[config.mk]
export PLATFORM = sky130hd
export DESIGN_NAME = buffered_rr_switch
export DESIGN_NICKNAME = d
export VERILOG_FILES = /design/src/rtl/buffered_rr_switch_pkg.sv /design/src/rtl/buffered_rr_switch_fifo.sv /design/src/rtl/buffered_rr_switch.sv
export SDC_FILE = /design/constraint.sdc
export NUM_CORES = 1
export LEC_CHECK = 0
export BUFFER_PORTS_ARGS = -buffer_cell sky130_fd_sc_hd__buf_2
export CAP_MARGIN = 20
export CORE_MARGIN = 10
export CORE_UTILIZATION = 58
export CTS_BUF_LIST = sky130_fd_sc_hd__clkbuf_16
export CTS_CLUSTER_SIZE = 10
export DETAILED_ROUTE_END_ITERATION = 8
export PLACE_DENSITY = 0.79
export RECOVER_POWER = 25
export SLEW_MARGIN = 25
export SYNTH_ARGS = -nofsm -noshare
export SYNTH_HDL_FRONTEND = slang
export SYNTH_SLANG_ARGS = --single-unit
[constraint.sdc]
create_clock -name clk -period 3.6 [get_ports clk]
set_input_delay 0.72 -clock clk [delete_from_list [all_inputs] [get_ports clk]]
set_output_delay 0.72 -clock clk [all_outputs]
set_load 0.1 [all_outputs]
[src/rtl/buffered_rr_switch_pkg.sv]
// Shared helpers for the buffered round-robin switch: index-width functions.
package buffered_switch_pkg;

  // Width of an output index; never narrower than one bit.
  function automatic int dest_w(input int n_out);
    return ($clog2(n_out) > 1) ? $clog2(n_out) : 1;
  endfunction

  // Width of an input (source) index; never narrower than one bit.
  function automatic int src_w(input int n_in);
    return ($clog2(n_in) > 1) ? $clog2(n_in) : 1;
  endfunction

endpackage

[src/rtl/buffered_rr_switch_fifo.sv]
// First-word-fall-through FIFO: head is valid whenever empty is low.
// No bypass: a push into an empty FIFO shows up on dout one cycle later.
module sync_fifo_fwft
  import buffered_switch_pkg::*;
#(
  parameter int WIDTH      = 8,
  parameter int DEPTH_LOG2 = 2
) (
  input  logic             clk,
  input  logic             reset,
  input  logic             push,
  input  logic [WIDTH-1:0] din,
  input  logic             pop,
  output logic [WIDTH-1:0] dout,
  output logic             full,
  output logic             empty
);

  localparam int DEPTH = 1 << DEPTH_LOG2;

  logic [WIDTH-1:0]      r_mem [DEPTH];
  logic [DEPTH_LOG2-1:0] r_wptr, r_rptr;
  logic [DEPTH_LOG2:0]   r_count;
  logic                  w_push, w_pop;

  // Guard against overflow/underflow so callers cannot corrupt pointers.
  assign w_push = push & ~full;
  assign w_pop  = pop & ~empty;

  assign full  = (r_count == (DEPTH_LOG2+1)'(DEPTH));
  assign empty = (r_count == '0);
  assign dout  = r_mem[r_rptr];

  // Pointer and occupancy tracking; pointers wrap naturally at DEPTH.
  always_ff @(posedge clk or negedge reset) begin
    if (!reset) begin
      r_wptr  <= '0;
      r_rptr  <= '0;
      r_count <= '0;
    end else begin
      if (w_push) r_wptr <= r_wptr + 1'b1;
      if (w_pop)  r_rptr <= r_rptr + 1'b1;
      case ({w_push, w_pop})
        2'b10:   r_count <= r_count + 1'b1;
        2'b01:   r_count <= r_count - 1'b1;
        default: r_count <= r_count;
      endcase
    end
  end

  // Storage array; contents need no reset since occupancy gates visibility.
  always_ff @(posedge clk) begin
    if (w_push) r_mem[r_wptr] <= din;
  end

endmodule

[src/rtl/buffered_rr_switch.sv]
// Input-buffered crossbar: per-input FWFT FIFOs, per-output round-robin
// arbiters and registered valid/ready outputs tagged with the source input.
module buffered_rr_switch
  import buffered_switch_pkg::*;
#(
  parameter  int DATA_WIDTH      = 8,
  parameter  int INPUT_QTY       = 2,
  parameter  int OUTPUT_QTY      = 2,
  parameter  int FIFO_DEPTH_LOG2 = 2,
  localparam int DEST_W          = dest_w(OUTPUT_QTY),
  localparam int SRC_W           = src_w(INPUT_QTY)
) (
  input  logic                                  clk,
  input  logic                                  reset,
  input  logic [INPUT_QTY-1:0]                  data_in_valid,
  output logic [INPUT_QTY-1:0]                  data_in_ready,
  input  logic [INPUT_QTY-1:0][DATA_WIDTH-1:0]  data_in,
  input  logic [INPUT_QTY-1:0][DEST_W-1:0]      data_in_destination,
  output logic [OUTPUT_QTY-1:0]                 data_out_valid,
  input  logic [OUTPUT_QTY-1:0]                 data_out_ready,
  output logic [OUTPUT_QTY-1:0][DATA_WIDTH-1:0] data_out,
  output logic [OUTPUT_QTY-1:0][SRC_W-1:0]      data_out_source,
  output logic [INPUT_QTY-1:0]                  drop_pulse
);

  typedef struct packed {
    logic [DATA_WIDTH-1:0] data;
    logic [DEST_W-1:0]     destination;
  } fifo_entry_t;

  fifo_entry_t [INPUT_QTY-1:0]                 w_din, w_head;
  logic [INPUT_QTY-1:0]                        w_full, w_empty, w_push, w_pop;
  logic [INPUT_QTY-1:0]                        w_dst_ok, w_drop;
  logic [OUTPUT_QTY-1:0][INPUT_QTY-1:0]        w_req, w_pop_by_out;

  // Ready depends on occupancy only; a full FIFO never accepts even if popping.
  assign data_in_ready = ~w_full;
  assign w_push        = data_in_valid & ~w_full;

  for (genvar i = 0; i < INPUT_QTY; i++) begin : g_in
    assign w_din[i] = '{data: data_in[i], destination: data_in_destination[i]};

    sync_fifo_fwft #(
      .WIDTH      ($bits(fifo_entry_t)),
      .DEPTH_LOG2 (FIFO_DEPTH_LOG2)
    ) u_fifo (
      .clk   (clk),
      .reset (reset),
      .push  (w_push[i]),
      .din   (w_din[i]),
      .pop   (w_pop[i]),
      .dout  (w_head[i]),
      .full  (w_full[i]),
      .empty (w_empty[i])
    );

    // Each head addresses exactly one output, so requests never conflict.
    for (genvar o = 0; o < OUTPUT_QTY; o++) begin : g_req
      assign w_req[o][i] = ~w_empty[i] && (w_head[i].destination == DEST_W'(o));
    end
  end

  // A head matching no output is discarded; pops come from grants or drops.
  always_comb begin
    w_dst_ok = '0;
    w_pop    = '0;
    for (int o = 0; o < OUTPUT_QTY; o++) begin
      w_dst_ok = w_dst_ok | w_req[o];
      w_pop    = w_pop | w_pop_by_out[o];
    end
    w_drop = ~w_empty & ~w_dst_ok;
    w_pop  = w_pop | w_drop;
  end

  assign drop_pulse = w_drop;

  for (genvar o = 0; o < OUTPUT_QTY; o++) begin : g_out
    logic [SRC_W-1:0]      r_rr, r_src, w_gnt;
    logic [DATA_WIDTH-1:0] r_data;
    logic                  r_vld, w_any, w_load;

    // Round-robin search: first requester at or after r_rr, modulo INPUT_QTY.
    // Scanning from the far end lets the nearest requester win.
    always_comb begin
      int               j;
      logic [SRC_W-1:0] w_idx;
      j     = 0;
      w_idx = '0;
      w_gnt = '0;
      w_any = 1'b0;
      for (int k = INPUT_QTY-1; k >= 0; k--) begin
        j = int'(r_rr) + k;
        if (j >= INPUT_QTY) j = j - INPUT_QTY;
        w_idx = SRC_W'(j);
        if (w_req[o][w_idx]) begin
          w_any = 1'b1;
          w_gnt = w_idx;
        end
      end
    end

    assign w_load          = w_any && (!r_vld || data_out_ready[o]);
    assign w_pop_by_out[o] = w_load ? (INPUT_QTY'(1) << w_gnt) : '0;

    // Output register: load on grant, hold under backpressure, clear when drained.
    always_ff @(posedge clk or negedge reset) begin
      if (!reset) begin
        r_vld  <= 1'b0;
        r_data <= '0;
        r_src  <= '0;
        r_rr   <= '0;
      end else if (w_load) begin
        r_vld  <= 1'b1;
        r_data <= w_head[w_gnt].data;
        r_src  <= w_gnt;
        r_rr   <= (w_gnt == SRC_W'(INPUT_QTY-1)) ? '0 : w_gnt + 1'b1;
      end else if (data_out_ready[o]) begin
        r_vld  <= 1'b0;
      end
    end

    assign data_out_valid[o]  = r_vld;
    assign data_out[o]        = r_data;
    assign data_out_source[o] = r_src;
  end

endmodule

==> results.cfg <==
[clocking]
root_buffer = clkbuf_16
cts_hold_buf = 0
tritoncts = built
clock_sinks = 108
post-cts-setup-buffer-count = 0
cts_resized = 0
htree_num_levels = 3
numCtsBuffers = 9
clockBufferDepth = 2
path_clk_slew_ps = 60
insertion_delay_ps = 330

[outcome]
status = finished, final reports clean

[final_layout]
layout_commonest_cell = edfxtp_1
nets = 342
fin_area_sq_um = 4979
layout_common_cells = edfxtp_1, dfrtp_1, inv_1, buf_2, mux4_2
syn_to_final_growth_pct = 13.17
drive_gt1_frac = 0.2154
antenna_cells = 0
nFillCells = 499

[min_path]
hold_class = in -> async

[setup_path]
end_kind = flip-flop
path_buf_inv = 1
cp_max_fo = 11
max_stage_delay_ps = 640
worstPathArrival_ps = 3190
worstSetupPathType = reg -> reg
critical_path_required_ps = 3860
crit_cells = 10
path_cells = mux4_2 -> nand2b_1 -> o211a_1 -> or2_2 -> ha_1 -> inv_1 -> fa_1 -> xor2_1 -> nor2_1 -> xor2_1
critPathMostFrequentCell = xor2_1
reg2reg_depth = 10
cpLargestDelayFamily = flip-flops
critPathSlowestCell = dfrtp_1
start_kind = flip-flop

[global_routing]
grt_max_degree = 37
antenna_found_initial = 0
grt_pass1_vias = 2553
overflow = 0
grt_pass1_wl_um = 13290
grt_usage = 0.1501

[place]
gp_congestion = 0.8130
post-place-ws_ps = 700.5
hpwl_um = 5711
io_buffer_count = 45
place_area_sq_um = 4693

[synthesis]
yosys.area_share.simple = 0.03811
syn-instance-count = 259
ys_warn_count = 0
synth_area_per_cell_sq_um = 16.99
synth_top_area_share = 0.4915
synth_cell_types = 31
synth_seq_cells = 108
syn_area_sq_um = 4399
synth-seq-area-share = 0.6962
synth-xor-area-share = 0.02389
synth_top_family_by_area = multiplexers
synth-compound-area-share = 0.05916
yosys.area.top_type = edfxtp_1
yosys-top-cells-area = edfxtp_1, dfrtp_1, mux4_2, a222oi_1, ha_1
synth-adder-area-share = 0.03754
synthMuxAreaShare = 0.09670

[timing]
max_slew_margin = 0.4279
worst_pin_slew_ps = 852.5
setup_viol = 0
period_share = 0.8132
fin_ws_ps = 672.4
slew_viol_final = 0
hold_viol_final = 0
fin_skew_ps = 4.706
max_freq_mhz = 341.6
fin_setup_tns_ps = 0
min_period_ps = 2928
rsz0062_at_grt = false

[floorplanning]
coreArea_sq_um = 7331
fp-row-count = 31
die_h_um = 107.1
dieArea_sq_um = 11470
dieWidth_um = 107.1
ioPinCount = 48
initial_core_util = 0.6001

[run]
drv_cap = 0

[routing]
wl_per_cell_um = 19.84
vias = 2336
ant_nets = 0
drt-initial-drc-count = 192
drt_pre_antenna_iters = 7
routed_via_density = 5.698
drt_wl_total_um = 8136
drc = 0
==> final cells by class <==
cell class / count / area, sq um / share of cell area
inverter: 30 / 112.6 / 0.02262
multi-input combinational: 107 / 1131 / 0.2272
clock buffer: 9 / 225.2 / 0.04524
tap: 99 / 123.9 / 0.02488
sequential: 108 / 3063 / 0.6152
clock inverter: 7 / 78.83 / 0.01583
timing repair buffer: 50 / 244.0 / 0.04901
==> Yosys cell counts, drive strengths merged <==
cell,count
a211oi,1
a21o,3
a21oi,2
a222oi,16
and2,2
and3,8
buf,13
clkbuf,2
conb,1
dfrtp,36
edfxtp,72
fa,2
ha,10
inv,30
mux2i,2
mux4,18
nand2,3
nand2b,4
nand3,3
nor2,5
nor2b,2
nor3,2
o211a,1
o21ai,5
o311a,2
or2,2
xnor2,6
xor2,6
==> per-stage QoR <==
step | hold WS, ps | utilization | std cells
2_1_floorplan | 424.4 | - | 260
4_1_cts | 485.0 | 0.6817 | 410
3_5_place_dp | 471.9 | 0.6402 | 394
5_1_grt | 510.1 | 0.6791 | 410
3_3_place_gp | 480.3 | 0.6402 | 394
6_report | 476.1 | 0.6791 | 410
==> routing by layer <==
metal  global-route usage  up-vias  routed length (um)
met5                    0        -                   0
met4              0.05319        0                  85
met3              0.05269        7                 601
met2               0.2334       74                4035
met1               0.1913     1184                3413
li1                     -     1071                   -
==> worst paths after layout <==
check                                                startpoint                               endpoint  slack [ps]
setup / recovery           g_in[0].u_fifo.r_rptr[1]$_DFFE_PN0P_  g_in[1].u_fifo.r_count[2]$_DFFE_PN0P_         670
hold reg to reg                      g_out[1].r_src$_DFFE_PN0N_             g_out[1].r_src$_DFFE_PN0N_         480
max in group asynchronous                                 reset   g_in[1].u_fifo.r_wptr[1]$_DFFE_PN0P_        2620
hold / removal                                            reset             g_out[1].r_src$_DFFE_PN0N_         480
setup reg to reg           g_in[0].u_fifo.r_rptr[1]$_DFFE_PN0P_  g_in[1].u_fifo.r_count[2]$_DFFE_PN0P_         670
min in group clk                     g_out[1].r_src$_DFFE_PN0N_             g_out[1].r_src$_DFFE_PN0N_         480
==> sequential cells by signal (all words and copies together), names as in the netlist <==
register,cells
g_out.r_rr,2
g_in.u_fifo.r_mem,72
g_in.u_fifo.r_rptr,4
g_in.u_fifo.r_wptr,4
g_out.r_src,2
g_in.u_fifo.r_count,6
g_out.r_vld,2
g_out.r_data,16
==> cell families after synthesis <==
family                   after synthesis
AO/OA/AOI/OAI                         30
AND/OR/NAND/NOR                       31
other                                  1
adder cells (fa/ha/maj)               12
multiplexers                          20
buffers and inverters                 45
flip-flops                           108
XOR/XNOR                              12
Power is not shown: default switching activity piles up to over one toggle a cycle in this logic, so the estimate is an artifact.
